### config.mk
export PLATFORM = sky130hd
export DESIGN_NAME = contador_palabras_flat
export DESIGN_NICKNAME = d
export VERILOG_FILES = /design/src/rtl/contador_palabras_pkg.sv /design/src/rtl/contador_palabras_if.sv /design/src/rtl/contador_palabras_unidad.sv /design/src/rtl/contador_palabras.sv /design/src/flat_wrapper.sv
export SDC_FILE = /design/constraint.sdc
export NUM_CORES = 1
export LEC_CHECK = 0
export CAP_MARGIN = 10
export CORE_MARGIN = 8
export CORE_UTILIZATION = 45
export DETAILED_ROUTE_END_ITERATION = 6
export PLACE_DENSITY = 0.68
export SLEW_MARGIN = 20
export SYNTH_ARGS = -nofsm -noshare
export SYNTH_HDL_FRONTEND = slang
export SYNTH_SLANG_ARGS = --single-unit
### constraint.sdc
create_clock -name clk -period 3 [get_ports clk]
set_input_delay 0.6 -clock clk [delete_from_list [all_inputs] [get_ports clk]]
set_output_delay 0.6 -clock clk [all_outputs]
set_load 0.005 [all_outputs]
### src/rtl/contador_palabras_pkg.sv
// Shared parameters, read-FSM state encoding and the pop-count helper for the
// contador_palabras word-counter block. The transaction FSM and the tester use
// the same encodings.
package contador_palabras_pkg;

  localparam int FIFO_UNITS = 4;
  localparam int INDEX      = 2;
  localparam int CNT_W      = 5;
  localparam int TOT_W      = 7;

  typedef enum logic {
    ST_WAIT  = 1'b0,
    ST_SERVE = 1'b1
  } estado_t;

  // Number of qualified pops in one cycle, widened to the aggregate width.
  function automatic logic [TOT_W-1:0] popcount(input logic [FIFO_UNITS-1:0] v);
    logic [TOT_W-1:0] s;
    s = '0;
    for (int i = 0; i < FIFO_UNITS; i++) begin
      s = s + TOT_W'(v[i]);
    end
    return s;
  endfunction

endpackage

### src/rtl/contador_palabras_if.sv
// Counter-read bus between the output-FIFO stage / tester and contador_palabras.
//   init        sync clear of all counters
//   pop, empty  per-FIFO pop request and empty flag
//   idle        transaction FSM in IDLE; reads only served while high
//   req, idx    level-held read request and selected counter
//   valid       cuenta holds a served read
//   cuenta      value of the selected counter
//   contador_4  live aggregate of all qualified pops
// master = tester/FIFO side, slave = counter block.
interface contador_palabras_if;
  import contador_palabras_pkg::*;

  logic                  init;
  logic [FIFO_UNITS-1:0] pop;
  logic [FIFO_UNITS-1:0] empty;
  logic                  idle;
  logic                  req;
  logic [INDEX-1:0]      idx;
  logic                  valid;
  logic [CNT_W-1:0]      cuenta;
  logic [TOT_W-1:0]      contador_4;

  modport master (
    output init, pop, empty, idle, req, idx,
    input  valid, cuenta, contador_4
  );

  modport slave (
    input  init, pop, empty, idle, req, idx,
    output valid, cuenta, contador_4
  );

endinterface

### src/rtl/contador_palabras_unidad.sv
// Single per-FIFO word counter, wraps modulo 2^CNT_W.
//   clk    rising-edge clock
//   reset  async active-high clear
//   init   sync clear, wins over inc
//   inc    qualified pop this cycle
//   count  current count
module contador_unidad
  import contador_palabras_pkg::*;
(
  input  logic             clk,
  input  logic             reset,
  input  logic             init,
  input  logic             inc,
  output logic [CNT_W-1:0] count
);

  logic [CNT_W-1:0] cnt_q;
  logic [CNT_W-1:0] cnt_d;

  always_comb begin
    cnt_d = cnt_q;
    if (init) begin
      cnt_d = '0;
    end else if (inc) begin
      cnt_d = cnt_q + CNT_W'(1);
    end
  end

  always_ff @(posedge clk or posedge reset) begin
    if (reset) begin
      cnt_q <= '0;
    end else begin
      cnt_q <= cnt_d;
    end
  end

  assign count = cnt_q;

endmodule

### src/rtl/contador_palabras.sv
// Responder side of the counter-read interface: counts words popped from each
// output FIFO, keeps a live aggregate, and returns a selected count on request.
//   clk    rising-edge clock
//   reset  async active-high clear of every flop
//   bus    contador_palabras_if slave port (see interface header)
//
// Read FSM
//   state    | meaning
//   ST_WAIT  | no read served; valid=0, cuenta holds its last value
//   ST_SERVE | read served; valid=1, cuenta tracks cnt[idx] one cycle late
module contador_palabras
  import contador_palabras_pkg::*;
(
  input  logic               clk,
  input  logic               reset,
  contador_palabras_if.slave bus
);

  logic [FIFO_UNITS-1:0] inc;
  logic [CNT_W-1:0]      cnt [FIFO_UNITS];

  logic [TOT_W-1:0] total_q,  total_d;
  logic [CNT_W-1:0] cuenta_q, cuenta_d;
  estado_t          state_q,  state_d;
  logic             serve_ok;

  // An empty FIFO ignores the pop, so it must not be counted either.
  assign inc = bus.pop & ~bus.empty;

  for (genvar g = 0; g < FIFO_UNITS; g++) begin : g_unidad
    contador_unidad u_unidad (
      .clk   (clk),
      .reset (reset),
      .init  (bus.init),
      .inc   (inc[g]),
      .count (cnt[g])
    );
  end

  always_comb begin
    total_d = total_q + popcount(inc);
    if (bus.init) begin
      total_d = '0;
    end
  end

  // Entry into SERVE and staying in SERVE share the same condition.
  assign serve_ok = bus.req & bus.idle & ~bus.init;

  always_comb begin
    state_d  = state_q;
    cuenta_d = cuenta_q;
    case (state_q)
      ST_WAIT:  if (serve_ok)  state_d = ST_SERVE;
      ST_SERVE: if (!serve_ok) state_d = ST_WAIT;
      default:  state_d = ST_WAIT;
    endcase
    // Counter value sampled before this edge's pops land.
    if (state_d == ST_SERVE) begin
      cuenta_d = cnt[bus.idx];
    end
  end

  always_ff @(posedge clk or posedge reset) begin
    if (reset) begin
      total_q  <= '0;
      cuenta_q <= '0;
      state_q  <= ST_WAIT;
    end else begin
      total_q  <= total_d;
      cuenta_q <= cuenta_d;
      state_q  <= state_d;
    end
  end

  assign bus.valid      = (state_q == ST_SERVE);
  assign bus.cuenta     = cuenta_q;
  assign bus.contador_4 = total_q;

endmodule

### src/flat_wrapper.sv
// flat-port wrapper written by rule: the top's interface ports become plain ports
module contador_palabras_flat import contador_palabras_pkg::*;
  (clk, reset, bus_init, bus_pop, bus_empty, bus_idle, bus_req, bus_idx, bus_valid, bus_cuenta, bus_contador_4);
  contador_palabras_if bus_i ();
  input  logic clk;
  input  logic reset;
  input wire logic [$bits(bus_i.init)-1:0] bus_init;
  input wire logic [$bits(bus_i.pop)-1:0] bus_pop;
  input wire logic [$bits(bus_i.empty)-1:0] bus_empty;
  input wire logic [$bits(bus_i.idle)-1:0] bus_idle;
  input wire logic [$bits(bus_i.req)-1:0] bus_req;
  input wire logic [$bits(bus_i.idx)-1:0] bus_idx;
  output wire logic [$bits(bus_i.valid)-1:0] bus_valid;
  output wire logic [$bits(bus_i.cuenta)-1:0] bus_cuenta;
  output wire logic [$bits(bus_i.contador_4)-1:0] bus_contador_4;
  assign bus_i.init = bus_init;
  assign bus_i.pop = bus_pop;
  assign bus_i.empty = bus_empty;
  assign bus_i.idle = bus_idle;
  assign bus_i.req = bus_req;
  assign bus_i.idx = bus_idx;
  assign bus_valid = bus_i.valid;
  assign bus_cuenta = bus_i.cuenta;
  assign bus_contador_4 = bus_i.contador_4;
  contador_palabras u_core (.clk(clk), .reset(reset), .bus(bus_i));
endmodule
==> results.py <==
metrics = {
    "setup_path": {
        "timing.rr.start": "u_core.bus.contador_4[0]",
        "critPathArrivalTime_ns": 2.99,
        "reg2reg_to": "u_core.bus.contador_4[4]",
        "crit_type": "in -> reg",
        "reg2reg_slack_ns": 0.94,
        "cp-start-kind": "primary input",
        "required_ns": 3.15,
        "worstPathMaxFanout": 4,
        "crit_path_end_kind": "flop",
        "rr_worst_depth": 8,
    },
    "floorplan": {
        "initial_utilization_pct": 45.5,
        "die_y_um": 78.9,
        "core_sq_mm": 0.00391,
        "die_w_um": 78.9,
        "dieArea_sq_mm": 0.00622,
        "io_pins": 28,
        "rows": 23,
    },
    "synth": {
        "synth_edf_count": 0,
        "synth_cells": 157,
        "synth-seq-cells": 33,
        "synth_nets": 183,
        "yosys_warnings": 0,
        "syn_area_sq_mm": 0.00178,
        "async_flop_share_pct": 100,
        "synth-seq-area-share_pct": 46.4,
        "ys_types": 24,
        "ys.flop_type": "dfrtp_1",
        "synthTopCellsByArea": "dfrtp_1, mux2_2, ha_1",
        "synth.top_cell.area_share_pct": 46.4,
        "synth_top_cell_by_area": "dfrtp_1",
        "syn_area_per_cell_sq_um": 11.3,
    },
    "routing": {
        "post_drt_via_cell_ratio": 5.13,
        "detail-route-antenna-nets": 0,
        "wl_met1_um": 1600,
        "wl_um": 3630,
        "met2_length_um": 1820,
        "dr_total_vias": 1242,
        "drc": 0,
        "drtPass1Iterations": 4,
        "wl_per_cell_um": 15.0,
        "drtIter0Drc": 56,
        "route.top_layer_used": "met4",
        "met3_length_um": 176,
    },
    "timing": {
        "fmax_mhz": 352,
        "hold_viol": 0,
        "relSlewSlack_pct": 71.7,
        "finalSetupViolations": 0,
        "fin_skew_ns": 0.00528,
        "worst_pin_slew_ns": 0.424,
        "setup_ws_ns": 0.159,
        "drv_slew": 0,
        "grt_setup_unrepaired": "no",
        "finalCritPeriodShare_pct": 94.7,
        "min_period_ns": 2.84,
        "tns_ns": 0,
        "holdWs_ns": 0.503,
    },
    "placed_design": {
        "dp_slack_ns": -0.243,
        "io_buffers": 27,
        "dp_hpwl_um": 2740,
        "gp_routability_congestion": 0.756,
    },
    "cts": {
        "cts_tree": "built",
        "insertion_delay_ns": 0.28,
        "cts_max_level": 2,
        "clockBufferDepth": 2,
        "root_buffer": "clkbuf_8",
        "path_clk_slew_ns": 0.06,
        "numCtsBuffers": 5,
        "cts_setup_buffers": 0,
        "clock-sinks": 33,
    },
    "run_status": {
        "status": "finished clean",
    },
    "worst_hold_path": {
        "worst_hold_path.endpoint": "u_core.bus.cuenta[4]",
        "hold_path_depth": 1,
        "hold_start": "u_core.bus.cuenta[4]",
        "worstHoldPathType": "reg -> reg",
    },
    "global_routing": {
        "antenna_found_initial": 0,
        "overflow": 0,
        "grt_pass1_wl_um": 6300,
        "grt_usage_pct": 12.8,
        "grt_pass1_vias": 1382,
        "grt_max_degree": 35,
    },
    "final_layout": {
        "multi_input_area_sq_um": 886,
        "finalNetCount": 218,
        "nFillCells": 355,
        "syn2layout_area_growth_pct": 25.5,
        "register_area_sq_um": 826,
        "n_antenna_cell": 0,
        "drive_above_1_share_pct": 18.8,
    },
    "pwr": {
        "power_density_mw_per_mm2": 455,
        "finalPower_mw": 1.01,
        "ir_drop_v": 0.000292,
        "p_leak_nw": 1.02,
    },
    "run": {
        "cap_violations": 0,
    },
}
==> metrics by stage <==
| step | utilization (%) | instances | instance area, sq um |
|---|---|---|---|
| after floorplan | - | 157 | 1780 |
| after global placement | 54.5 | 235 | 2130 |
| after detailed placement | 54.5 | 235 | 2130 |
| after CTS | 56.7 | 242 | 2220 |
| after global routing | 57.0 | 242 | 2230 |
| final | 57.0 | 242 | 2230 |
==> critical path, stage by stage <==
cell and delay [ns]:
clkdlybuf4s50_1 0.41, nor2b_2 0.17, ha_1 0.28, inv_1 0.05, fa_1 0.49, inv_1 0.04, ha_1 0.22, fa_2 0.36
a21oi_2 0.18, or3_1 0.14, a21oi_1 0.06
==> Yosys cell counts, types with 2 or more instances <==
cell type  instances
fa_1               2
dfrtp_1           33
mux2i_1            4
or3_1              4
nand3_1            2
inv_1              9
ha_1               9
nor2_1            21
xnor2_1            5
buf_2              6
o21ai_0            4
a21oi_1            6
mux2_2            12
nand3b_1           5
xor2_1             4
nand4_1            7
nor2b_1           13
mux4_2             5
==> what timing repair did <==
action	in CTS	in global routing
resized for setup	0	4
endpoints found under the setup margin	0	2
hold buffers	0	0
==> logic make-up after synthesis <==
| kind of cell | synth area share [%] |
|---|---|
| compound gates | 4.08 |
| xor+xnor | 4.43 |
| fa+ha+maj | 8.58 |
| buf+inv | 4.43 |
| flops | 46.4 |
| mux | 16.2 |
| simple gates | 15.9 |
==> area by class of cell <==
type,instances,area share (%)
multi-input combinational,107,39.7
tap,50,2.80
inverter,9,1.51
timing repair buffer,36,15.1
sequential,33,37.0
clock buffer,7,3.87
==> worst max path at each step <==
stage / start / to / slack, ns / cells after the start
final: bus_pop[0] / u_core.bus.contador_4[4] / 0.16 / 11
after global routing: bus_pop[0] / u_core.bus.contador_4[6] / 0.007 / 11
after CTS: bus_pop[0] / u_core.bus.contador_4[4] / 0.03 / 11
after detailed placement: bus_pop[0] / u_core.bus.contador_4[4] / -0.24 / 11
after global placement: bus_pop[0] / u_core.bus.contador_4[6] / -0.18 / 11
after floorplan: bus_pop[0] / u_core.bus.contador_4[6] / 0.21 / 11
==> where the power goes <==
part	internal [mW]	leakage [nW]	switching (mW)
logic	0.111	0.525	0.0863
registers	0.468	0.454	0.0181
clock network	0.182	0.0443	0.150
total	0.760	1.02	0.254
==> registers in the layout, summed over array words and instances (netlist names) <==
register                        count
u_core.g_unidad.u_unidad.count     20
u_core.bus.contador_4               7
u_core.bus.cuenta                   5
u_core.bus.valid                    1
==> cells in the final DEF (no fill, tap or decap), drive strengths merged, types with 5 or more instances in the layout <==
cell,count
inv,9
dfrtp,33
a21oi,6
clkbuf,7
ha,9
nand3b,5
buf,9
nand4,7
mux4,5
mux2,12
nor2b,13
clkdlybuf4s50,27
xnor2,5
nor2,21
==> metal layers <==
| layer | vias up | GRT usage, % |
|---|---|---|
| met5 | - | 0 |
| met4 | 0 | 4.81 |
| li1 | 607 | - |
| met3 | 4 | 5.42 |
| met1 | 611 | 14.4 |
| met2 | 20 | 21.0 |
Note: power is estimated with default switching activity, not from simulation.
